===== src/rtl/adxl355_pkg.sv =====
// Shared constants, FSM state type and command helper for the ADXL355 drdy reader.
package adxl355_pkg;

  localparam logic [7:0]  XDATA3    = 8'h08;
  localparam logic [7:0]  FIFO_DATA = 8'h11;
  localparam logic        READ_BIT  = 1'b1;
  localparam int unsigned AXIS_W    = 20;

  typedef enum logic [2:0] {
    StIdle,
    StCsSetup,
    StShift,
    StCsHold,
    StDone
  } state_e;

  // ADXL355 SPI command: 7-bit register address followed by the R/W bit in the LSB.
  function automatic logic [7:0] read_cmd(input logic [7:0] addr);
    return {addr[6:0], READ_BIT};
  endfunction

endpackage


===== src/rtl/adxl355_drdy_reader_if.sv =====
// Accelerometer SPI pins; the reader is the master, the sensor (or its model) the slave.
interface adxl355_drdy_reader_if;

  logic csn;
  logic sclk;
  logic mosi;
  logic miso;

  modport master (output csn, sclk, mosi, input miso);
  modport slave  (input csn, sclk, mosi, output miso);

endinterface


===== src/rtl/adxl355_spi_shifter.sv =====
// SPI mode-0 bit engine: SCLK/MOSI generation and MISO capture for one burst.
module adxl355_spi_shifter #(
  parameter int unsigned HalfPeriod = 4,
  parameter int unsigned RxW        = 72
) (
  input  logic           clk_i,
  input  logic           rst_ni,
  input  logic           load_i,     // preload tx byte; MOSI shows its MSB from the next cycle
  input  logic [7:0]     tx_byte_i,
  input  logic           start_i,    // begin the first SCLK low phase
  input  logic [6:0]     n_bits_i,
  input  logic           miso_i,
  output logic           sclk_o,
  output logic           mosi_o,
  output logic [RxW-1:0] rx_o,       // last RxW bits received, oldest in the MSB
  output logic           done_o      // last SCLK high phase ends at this edge
);

  localparam int unsigned    HcW      = (HalfPeriod > 1) ? $clog2(HalfPeriod) : 1;
  localparam logic [HcW-1:0] HcReload = HcW'(HalfPeriod - 1);

  logic           active_q, active_d;
  logic           high_q, high_d;
  logic [HcW-1:0] hcnt_q, hcnt_d;
  logic [6:0]     bit_q, bit_d;
  logic           sclk_q, sclk_d;
  logic           mosi_q, mosi_d;
  logic [7:0]     tx_q, tx_d;
  logic [RxW-1:0] rx_q, rx_d;

  assign done_o = active_q && high_q && (hcnt_q == '0) && (bit_q == n_bits_i - 7'd1);
  assign sclk_o = sclk_q;
  assign mosi_o = mosi_q;
  assign rx_o   = rx_q;

  // Phase sequencing: sample MISO as SCLK rises, advance MOSI as SCLK falls.
  always_comb begin
    active_d = active_q;
    high_d   = high_q;
    hcnt_d   = hcnt_q;
    bit_d    = bit_q;
    sclk_d   = sclk_q;
    mosi_d   = mosi_q;
    tx_d     = tx_q;
    rx_d     = rx_q;
    if (load_i) begin
      mosi_d = tx_byte_i[7];
      tx_d   = {tx_byte_i[6:0], 1'b0};
    end
    if (start_i) begin
      active_d = 1'b1;
      high_d   = 1'b0;
      hcnt_d   = HcReload;
      bit_d    = '0;
    end else if (active_q) begin
      if (hcnt_q != '0) begin
        hcnt_d = hcnt_q - 1'b1;
      end else if (!high_q) begin
        sclk_d = 1'b1;
        high_d = 1'b1;
        hcnt_d = HcReload;
        rx_d   = {rx_q[RxW-2:0], miso_i};
      end else begin
        sclk_d = 1'b0;
        high_d = 1'b0;
        hcnt_d = HcReload;
        mosi_d = tx_q[7];
        tx_d   = {tx_q[6:0], 1'b0};
        if (done_o) begin
          active_d = 1'b0;
        end else begin
          bit_d = bit_q + 7'd1;
        end
      end
    end
  end

  // State registers with synchronous reset.
  always_ff @(posedge clk_i) begin
    if (!rst_ni) begin
      active_q <= 1'b0;
      high_q   <= 1'b0;
      hcnt_q   <= '0;
      bit_q    <= '0;
      sclk_q   <= 1'b0;
      mosi_q   <= 1'b0;
      tx_q     <= '0;
      rx_q     <= '0;
    end else begin
      active_q <= active_d;
      high_q   <= high_d;
      hcnt_q   <= hcnt_d;
      bit_q    <= bit_d;
      sclk_q   <= sclk_d;
      mosi_q   <= mosi_d;
      tx_q     <= tx_d;
      rx_q     <= rx_d;
    end
  end

endmodule


===== src/rtl/adxl355_drdy_reader.sv =====
// On each accepted drdy, burst-reads XDATA3..ZDATA1 and presents three 20-bit axis samples.
module adxl355_drdy_reader
  import adxl355_pkg::*;
#(
  parameter int unsigned clk_out0_hz = 40000000,
  parameter int unsigned spi_div     = 4,
  parameter logic [7:0]  start_addr  = XDATA3,
  parameter int unsigned n_bytes     = 9
) (
  input  logic                  i_clk,
  input  logic                  i_rst_n,
  input  logic                  i_clk_drdy,
  input  logic                  i_enable,
  adxl355_drdy_reader_if.master spi,
  output logic [AXIS_W-1:0]     o_x,
  output logic [AXIS_W-1:0]     o_y,
  output logic [AXIS_W-1:0]     o_z,
  output logic                  o_valid,
  output logic                  o_busy,
  output logic                  o_overrun
);

  localparam int unsigned    RxW      = n_bytes * 8;
  localparam logic [6:0]     NBits    = 7'(RxW + 8);
  localparam int unsigned    HcW      = (spi_div > 1) ? $clog2(spi_div) : 1;
  localparam logic [HcW-1:0] HcReload = HcW'(spi_div - 1);

  state_e            state_q, state_d;
  logic [HcW-1:0]    hcnt_q, hcnt_d;
  logic              overrun_q, overrun_d;
  logic [AXIS_W-1:0] x_q, y_q, z_q;
  logic              accept, start, shift_done, load_axes;
  logic [RxW-1:0]    rx;

  assign accept    = (state_q == StIdle) && i_clk_drdy && i_enable;
  assign load_axes = (state_q == StCsHold) && (hcnt_q == '0);

  adxl355_spi_shifter #(
    .HalfPeriod (spi_div),
    .RxW        (RxW)
  ) u_shifter (
    .clk_i     (i_clk),
    .rst_ni    (i_rst_n),
    .load_i    (accept),
    .tx_byte_i (read_cmd(start_addr)),
    .start_i   (start),
    .n_bits_i  (NBits),
    .miso_i    (spi.miso),
    .sclk_o    (spi.sclk),
    .mosi_o    (spi.mosi),
    .rx_o      (rx),
    .done_o    (shift_done)
  );

  // Transfer sequencing and CS setup/hold timing.
  always_comb begin
    state_d = state_q;
    hcnt_d  = hcnt_q;
    start   = 1'b0;
    unique case (state_q)
      StIdle: begin
        if (accept) begin
          state_d = StCsSetup;
          hcnt_d  = HcReload;
        end
      end
      StCsSetup: begin
        if (hcnt_q == '0) begin
          state_d = StShift;
          start   = 1'b1;
        end else begin
          hcnt_d = hcnt_q - 1'b1;
        end
      end
      StShift: begin
        if (shift_done) begin
          state_d = StCsHold;
          hcnt_d  = HcReload;
        end
      end
      StCsHold: begin
        if (hcnt_q == '0) begin
          state_d = StDone;
        end else begin
          hcnt_d = hcnt_q - 1'b1;
        end
      end
      StDone:  state_d = StIdle;
      default: state_d = StIdle;
    endcase
  end

  // Overrun is sticky while enabled; disabling the reader clears it.
  always_comb begin
    overrun_d = overrun_q;
    if (!i_enable) begin
      overrun_d = 1'b0;
    end else if (i_clk_drdy && (state_q != StIdle)) begin
      overrun_d = 1'b1;
    end
  end

  // FSM, flag and sample registers; the first 8 received bits (command slot) drop off rx.
  always_ff @(posedge i_clk) begin
    if (!i_rst_n) begin
      state_q   <= StIdle;
      hcnt_q    <= '0;
      overrun_q <= 1'b0;
      x_q       <= '0;
      y_q       <= '0;
      z_q       <= '0;
    end else begin
      state_q   <= state_d;
      hcnt_q    <= hcnt_d;
      overrun_q <= overrun_d;
      if (load_axes) begin
        x_q <= rx[RxW-1 -: AXIS_W];
        y_q <= rx[RxW-25 -: AXIS_W];
        z_q <= rx[RxW-49 -: AXIS_W];
      end
    end
  end

  assign spi.csn   = !((state_q == StCsSetup) || (state_q == StShift) || (state_q == StCsHold));
  assign o_busy    = (state_q != StIdle);
  assign o_valid   = (state_q == StDone);
  assign o_overrun = overrun_q;
  assign o_x       = x_q;
  assign o_y       = y_q;
  assign o_z       = z_q;

  // A full burst must finish well inside one 1 kHz drdy period.
  LatencyFits: assert property (@(posedge i_clk) (162 * spi_div + 1) < (clk_out0_hz / 1000));

endmodule


===== src/flat_wrapper.sv =====
// flat-port wrapper written by rule: the top's interface ports become plain ports
module adxl355_drdy_reader_flat import adxl355_pkg::*;
#(
  parameter int unsigned clk_out0_hz = 40000000,
  parameter int unsigned spi_div     = 4,
  parameter logic [7:0]  start_addr  = XDATA3,
  parameter int unsigned n_bytes     = 9
)
  (i_clk, i_rst_n, i_clk_drdy, i_enable, o_x, o_y, o_z, o_valid, o_busy, o_overrun, spi_csn, spi_sclk, spi_mosi, spi_miso);
  adxl355_drdy_reader_if spi_i ();
  input  logic i_clk;
  input  logic i_rst_n;
  input  logic i_clk_drdy;
  input  logic i_enable;
  output logic [AXIS_W-1:0] o_x;
  output logic [AXIS_W-1:0] o_y;
  output logic [AXIS_W-1:0] o_z;
  output logic o_valid;
  output logic o_busy;
  output logic o_overrun;
  output wire logic [$bits(spi_i.csn)-1:0] spi_csn;
  output wire logic [$bits(spi_i.sclk)-1:0] spi_sclk;
  output wire logic [$bits(spi_i.mosi)-1:0] spi_mosi;
  input wire logic [$bits(spi_i.miso)-1:0] spi_miso;
  assign spi_csn = spi_i.csn;
  assign spi_sclk = spi_i.sclk;
  assign spi_mosi = spi_i.mosi;
  assign spi_i.miso = spi_miso;
  adxl355_drdy_reader #(.clk_out0_hz(clk_out0_hz), .spi_div(spi_div), .start_addr(start_addr), .n_bytes(n_bytes)) u_core (.i_clk(i_clk), .i_rst_n(i_rst_n), .i_clk_drdy(i_clk_drdy), .i_enable(i_enable), .spi(spi_i), .o_x(o_x), .o_y(o_y), .o_z(o_z), .o_valid(o_valid), .o_busy(o_busy), .o_overrun(o_overrun));
endmodule

===== config.mk =====
export PLATFORM = sky130hd
export DESIGN_NAME = adxl355_drdy_reader_flat
export DESIGN_NICKNAME = d
export VERILOG_FILES = /design/src/rtl/adxl355_pkg.sv /design/src/rtl/adxl355_drdy_reader_if.sv /design/src/rtl/adxl355_spi_shifter.sv /design/src/rtl/adxl355_drdy_reader.sv /design/src/flat_wrapper.sv
export SDC_FILE = /design/constraint.sdc
export NUM_CORES = 1
export LEC_CHECK = 0
export CAP_MARGIN = 25
export CORE_AREA = 2 2 126 98
export CTS_CLUSTER_DIAMETER = 100
export DETAILED_ROUTE_END_ITERATION = 10
export DIE_AREA = 0 0 128 100
export HOLD_SLACK_MARGIN = 0.06
export PLACE_DENSITY = 0.83
export SLEW_MARGIN = 20
export SYNTH_ARGS = -nofsm -noshare
export SYNTH_HDL_FRONTEND = slang
export SYNTH_SLANG_ARGS = --single-unit

===== constraint.sdc =====
create_clock -name i_clk -period 2.3 [get_ports i_clk]
set_clock_uncertainty 0.1 [all_clocks]
set_input_delay 0.23 -clock i_clk [delete_from_list [all_inputs] [get_ports i_clk]]
set_output_delay 0.23 -clock i_clk [all_outputs]
set_load 0.05 [all_outputs]

==> impl_metrics.json <==
{
  "outcome": "complete, no violations",
  "crit_arrival_ns": 1.90,
  "period_share_pct": 97.2,
  "core_um2": 11700,
  "r2r_cells": 7,
  "syn_area_per_cell_um2": 8.40,
  "path_max_fanout": 10,
  "wire_per_inst_um": 12.5,
  "fmaxAchievable_mhz": 448,
  "period_minus_slack_ns": 2.23,
  "synth-adder-area-share_pct": 0.625,
  "grt_pass1_wl_mm": 19.4,
  "cts-root-buf": "clkbuf_16",
  "hold_start": "i_rst_n",
  "rrSetupSlack_ns": 0.26,
  "async_flop_share_pct": 0,
  "dieArea_um2": 12800,
  "groute.usage.overall_pct": 18.6,
  "vias_per_cell": 5.23,
  "synth_top_area_cell": "dfxtp_1",
  "final_area_um2": 7420,
  "worstHoldPathCells": 3,
  "utilization_pct": 63.3,
  "rows": 35,
  "ys_ff_latch": 159,
  "drt_wl_total_mm": 11.5,
  "min_delay_worst_endpoint": "u_core.u_shifter.rx_o[37]",
  "cts-hold-fix-buffers": 0,
  "ant_nets": 0,
  "antenna_found_initial": 0,
  "crit_required_ns": 1.97,
  "syn_nets": 723,
  "fp.dieW_um": 128,
  "die_y_um": 100,
  "netlist_instances": 715,
  "synth_top_area_share_pct": 53.0,
  "num_antenna_cells": 0,
  "area_growth_pct": 23.7,
  "ir_drop_mv": 0.578,
  "dr.pass1.iters": 5,
  "reg2reg_from": "u_core.hcnt_q[0]",
  "start_util_pct": 51.2,
  "rsz0062_at_grt": "false",
  "place.gp.congestion": 0.767,
  "port_buffers": 70,
  "via_count": 4804,
  "p_comb_share_pct": 4.1,
  "clk_latency_ns": 0.41,
  "drive_above_1_share_pct": 6.49,
  "placed_area_um2": 6750,
  "nets": 765,
  "post-cts-setup-buffers": 0,
  "p_switching_uw": 1310,
  "h-tree-depth": 4,
  "synth_compound_area_share_pct": 16.5,
  "seqPwrFrac_pct": 44.8,
  "muxShareOfSynthArea_pct": 0.333,
  "layout_common_cells": "209 x nand2_1, 159 x dfxtp_1, 82 x nand3_1",
  "synth.distinct_cells": 37,
  "drc_errors": 0,
  "r2r-end": "u_core.u_shifter.rx_o[16]",
  "synth_top_family_by_area": "simple AND/OR/NAND/NOR gates",
  "tightest_slew_ns": 0.592,
  "grt_pass1_vias": 4274,
  "clockPowerShare_pct": 51.1,
  "final_common_cell": "nand2_1",
  "fin_tns_setup_ns": 0,
  "cap_violations": 0,
  "synth_xor_area_share_pct": 1.02,
  "setup-violations-final": 0,
  "yosys_most_used_dff": "dfxtp_1",
  "internal_power_uw": 4920,
  "cts_num_sinks": 159,
  "slew_headroom_pct": 60.5,
  "drt_iter0_markers": 356,
  "end_kind": "primary output",
  "ys_top_cells_by_area": "dfxtp_1 53%, nand2_1 13%, a21boi_0 8.8%",
  "powerDensity_nw_per_um2": 839,
  "clock_path_buffers": 2,
  "hp-class": "in2reg",
  "synth-seq-area-share_pct": 53.0,
  "hold_violations": 0,
  "leakagePower_uw": 0.00245,
  "drv_slew": 0,
  "synth_edf_count": 0,
  "critPathLaunchType": "flip-flop",
  "hpwl_mm": 7.10,
  "grt.overflow.total": 0,
  "synth_warnings": 0,
  "synth-simple-area-share_pct": 23.6,
  "clk_pin_slew_worst_paths_ns": 0.06,
  "io_pins": 71,
  "switching_share_pct": 21.0,
  "synth_area_um2": 6000,
  "path_class": "reg2out",
  "cts-buffers-inserted": 17,
  "cts_tree": "done",
  "grt_max_degree": 146
}
## cells in the mapped netlist, types with 2 or more instances
| cell type | instances |
|---|---|
| buf_6 | 7 |
| xnor2_1 | 3 |
| buf_2 | 3 |
| o21ai_2 | 3 |
| nor3b_1 | 3 |
| buf_1 | 8 |
| a21oi_1 | 4 |
| xor2_1 | 4 |
| o21ai_1 | 47 |
| and2_1 | 2 |
| mux2i_1 | 2 |
| inv_1 | 5 |
| or3_1 | 2 |
| clkbuf_2 | 2 |
| nand4_1 | 2 |
| nor2_1 | 11 |
| nand3_1 | 83 |
| o211a_1 | 2 |
| and3_1 | 4 |
| nand2_1 | 209 |
| dfxtp_1 | 159 |
| nand4b_1 | 2 |
| o21ai_0 | 26 |
| nand3b_1 | 4 |
| clkbuf_1 | 35 |
| ha_1 | 3 |
| a21boi_0 | 70 |
## metal layers
layer  part of all wire, %  global-route usage, %  up-vias
met5                     0                      0        -
met2                    47                   31.4       90
met3                   3.2                   4.64       17
met1                    48                   23.4     2218
li1                      -                      -     2479
met4                   1.4                   6.26        0
## logic make-up after synthesis
group                    count (synthesis)
multiplexers                             2
buffers and inverters                   61
flip-flops                             159
AO/OA/AOI/OAI                          156
AND/OR/NAND/NOR                        327
XOR/XNOR                                 7
adder cells (fa/ha/maj)                  3
## cell type report
type	count	area, um^2
Clock inverter	14	236
Tap cell	148	185
Timing Repair Buffer	79	821
Multi-Input combinational cell	495	2540
Inverter	5	18.8
Clock buffer	18	439
Sequential cell	159	3180
Fill cell	943	4310
## flip-flops by register name, indices dropped and copies added (netlist names), 3 cells and up
signal                  count
u_core.u_shifter.rx_o      72
u_core.o_x                 20
u_core.o_y                 20
u_core.o_z                 20
u_core.u_shifter.tx_q       8
u_core.u_shifter.bit_q      7
u_core.state_q              3
## critical path, stage by stage (launching register included)
cell,delay [ns]
dfxtp_1,0.38
or3_1,0.41
clkdlybuf4s50_1,0.71
## power groups by stage
| stage | sequential, uW | combinational, uW | clock (uW) |
|---|---|---|---|
| 3_5_place_dp | 2850 | 258 | 0 |
| 2_1_floorplan | 2850 | 211 | 0 |
| 4_1_cts | 2790 | 256 | 3230 |
| 3_3_place_gp | 2850 | 246 | 0 |
| 5_1_grt | 2790 | 281 | 3350 |
| 6_report | 2790 | 255 | 3180 |
## through the flow
stage	power (uW)	instances	setup slack (ns)	hold slack (ns)
3_5_place_dp	3110	886	0.279	0.340
5_1_grt	6420	918	0.0141	0.232
6_report	6230	918	0.0654	0.187
4_1_cts	6270	918	0.00585	0.195
2_1_floorplan	3060	715	0.446	0.249
3_3_place_gp	3090	886	0.399	0.329
## what timing repair did
action	in CTS	in global routing
endpoints found under the hold margin	0	0
pin swaps	0	0
gates resized for setup	1	1
gates cloned	0	0
endpoints found under the setup margin	1	1
## worst max-delay path by stage
| stage | start | endpoint | slack (ns) | depth (start not counted) |
|---|---|---|---|---|
| 6_report | u_core.state_q[2] | o_busy | 0.07 | 2 |
| 4_1_cts | u_core.state_q[1] | o_valid | 0.006 | 3 |
| 3_3_place_gp | u_core.hcnt_q[0] | u_core.u_shifter.rx_o[71] | 0.40 | 7 |
| 5_1_grt | u_core.state_q[2] | o_busy | 0.01 | 2 |
| 3_5_place_dp | u_core.hcnt_q[0] | u_core.u_shifter.rx_o[9] | 0.28 | 7 |
| 2_1_floorplan | u_core.hcnt_q[0] | u_core.u_shifter.rx_o[32] | 0.45 | 9 |
Note: power is estimated with default switching activity, not from simulation.
==> RTL change: new RTL, same flow settings <==
`AXIS_W`: 20 -> 18.
--- a/src/rtl/adxl355_pkg.sv
+++ b/src/rtl/adxl355_pkg.sv
@@ -6,3 +6,3 @@
   localparam logic        READ_BIT  = 1'b1;
-  localparam int unsigned AXIS_W    = 20;
+  localparam int unsigned AXIS_W    = 18;
 
Ports: changed (resized o_x, o_y and o_z); port bits go from 71 to 65. The function was not compared with the original's and may differ.
==> RTL change against the original RTL <==
  * Sequential cell count down 6
  * Clock power decreased by 15%
  * Setup slack improved by 150 ps
  * Power down 8.8%
  * Cell area decreased by 4.3%
  * Die area unchanged
  * Hold slack worse by 69 ps
  * Synthesized area down 3.0%
  * Wire length down 6.6%
  * Synthesized cell count down 14%
==> RTL change: results (changes against the original RTL) <==
status: "finished clean"
hpwl_mm: 7.06  # -0.60%
fill_cells: 984  # +4.3%
synth_flop_cell: "dfxtp_1"
critPathMaxFanout: 43  # +33
largest_reg_flops: 72  # unchanged
synth-async-reset-ratio: 0  # unchanged
numPlacedInstances: 788  # -11%
synth_common_cells: "nand2_1, dfxtp_1, mux2i_1, a21boi_0, clkbuf_1"
hold_path_class: "in2reg"
nets: 667  # -13%
grt_max_degree: 77  # -47%
post-cts-setup-buffer-count: 0  # unchanged
synthXorXnorAreaFrac: 0.00301  # -0.00721
placed_cell_area_um2: 6530  # -3.2%
place_ws_ps: 291  # +12.0 ps
n_antenna_cell: 0  # unchanged
drive_above_1_share: 0.0611  # -0.00383
critical_path_arrival_ps: 2310  # +410 ps
yosysSeqAreaShare: 0.526  # -0.00445
p_leak_uw: 0.00237  # -3.3%
wl_per_cell_um: 13.1  # +4.7%
cts-root-buf: "clkbuf_16"
cts_max_level: 4  # unchanged
worst_slew_pin_slew_ps: 745  # +152 ps
wirelength_mm: 10.7  # -6.6%
grt_usage: 0.174  # -0.0116
clk_pin_slew_ps: 60  # about the same
synth.mux.area_fraction: 0.131  # +0.127
synthAdderAreaFrac: 0.00644  # +0.000191
setup_viol: 0  # unchanged
ys_types: 44  # +19%
cpLargestDelayFamily: "simple AND/OR/NAND/NOR gates"
synth_area_leaders: "dfxtp_1, mux2i_1, nand2_1"
initialDrtViolationCount: 214  # -40%
cp_slowest_cell: "dfxtp_1"
cp_slowest_stage_delay_ps: 370  # -340 ps
synth_compound_area_frac: 0.110  # -0.0551
via_per_inst: 5.13  # -2.0%
insertion_delay_ps: 410  # about the same
cts_max_path_buffers: 2  # unchanged
grt_pass1_vias: 4072  # -4.7%
cts_buffers: 17  # unchanged
io_buffer_count: 64  # -8.6%
antenna_found_initial: 0  # unchanged
synth_nets: 620  # -14%
irDropWorstVdd_mv: 0.521  # -9.9%
firstDrtPassIters: 4  # -1
syn_inst: 612  # -14%
gp_congestion: 0.836  # +9.0%
synth_warnings: 0  # unchanged
grt_pass1_wl_mm: 18.0  # -7.2%
## RTL change: changes by cell type after synthesis, moves of 9 or more
cell      before  now
clkbuf_1      35   21
buf_2          3   12
o21ai_0       26    8
a21boi_0      70   57
o21ai_1       47    0
nand3_1       83    9
mux2i_1        2   76
nand2_1      209  198
## RTL change: metal layers
layer	part of all wire	global-route usage
met1	0.47	0.204
met2	0.50	0.307
met3	0.030	0.0410
met4	0.0070	0.0761
met5	0	0
## RTL change: worst paths after layout
| kind | end | depth (start not counted) | slack [ps] | startpoint |
|---|---|---|---|---|
| setup / recovery | u_core.u_shifter.rx_o[56] | 6 | 210 | u_core.hcnt_q[0] |
| hold / removal | u_core.hcnt_q[1] | 3 | 120 | i_rst_n |
| setup reg to reg | u_core.u_shifter.rx_o[56] | 6 | 210 | u_core.hcnt_q[0] |
| hold reg to reg | u_core.u_shifter.tx_q[0] | 2 | 340 | u_core.u_shifter.tx_q[0] |
## RTL change: cells by family (layout without fill, tap and decap cells)
kind of cell | count (synthesis) | after routing
buffers and inverters | 49 | 108
flip-flops | 153 | 153
AO/OA/AOI/OAI | 88 | 88
multiplexers | 76 | 76
adder cells (fa/ha/maj) | 3 | 3
AND/OR/NAND/NOR | 241 | 241
XOR/XNOR | 2 | 2
## RTL change: cell type report
type	count	area [µm²]	area share
clock inverter	9	124	0.0174
inverter	5	18.8	0.00264
tap	148	185	0.0261
sequential	153	3060	0.431
timing repair buffer	72	757	0.107
multi-input combinational	410	2500	0.352
clock buffer	22	454	0.0639
## RTL change: what timing repair did
action | 4_1_cts | 5_1_grt
endpoints found under the hold margin | 0 | 0
endpoints found under the setup margin | 3 | 0
gates resized for setup | 3 | 0
## RTL change: report_power, final
group          total (µW)  switching, µW  internal [µW]
logic                 283            165            117
clock network        2710            988           1720
registers            2690           22.0           2670
total                5680           1180           4510
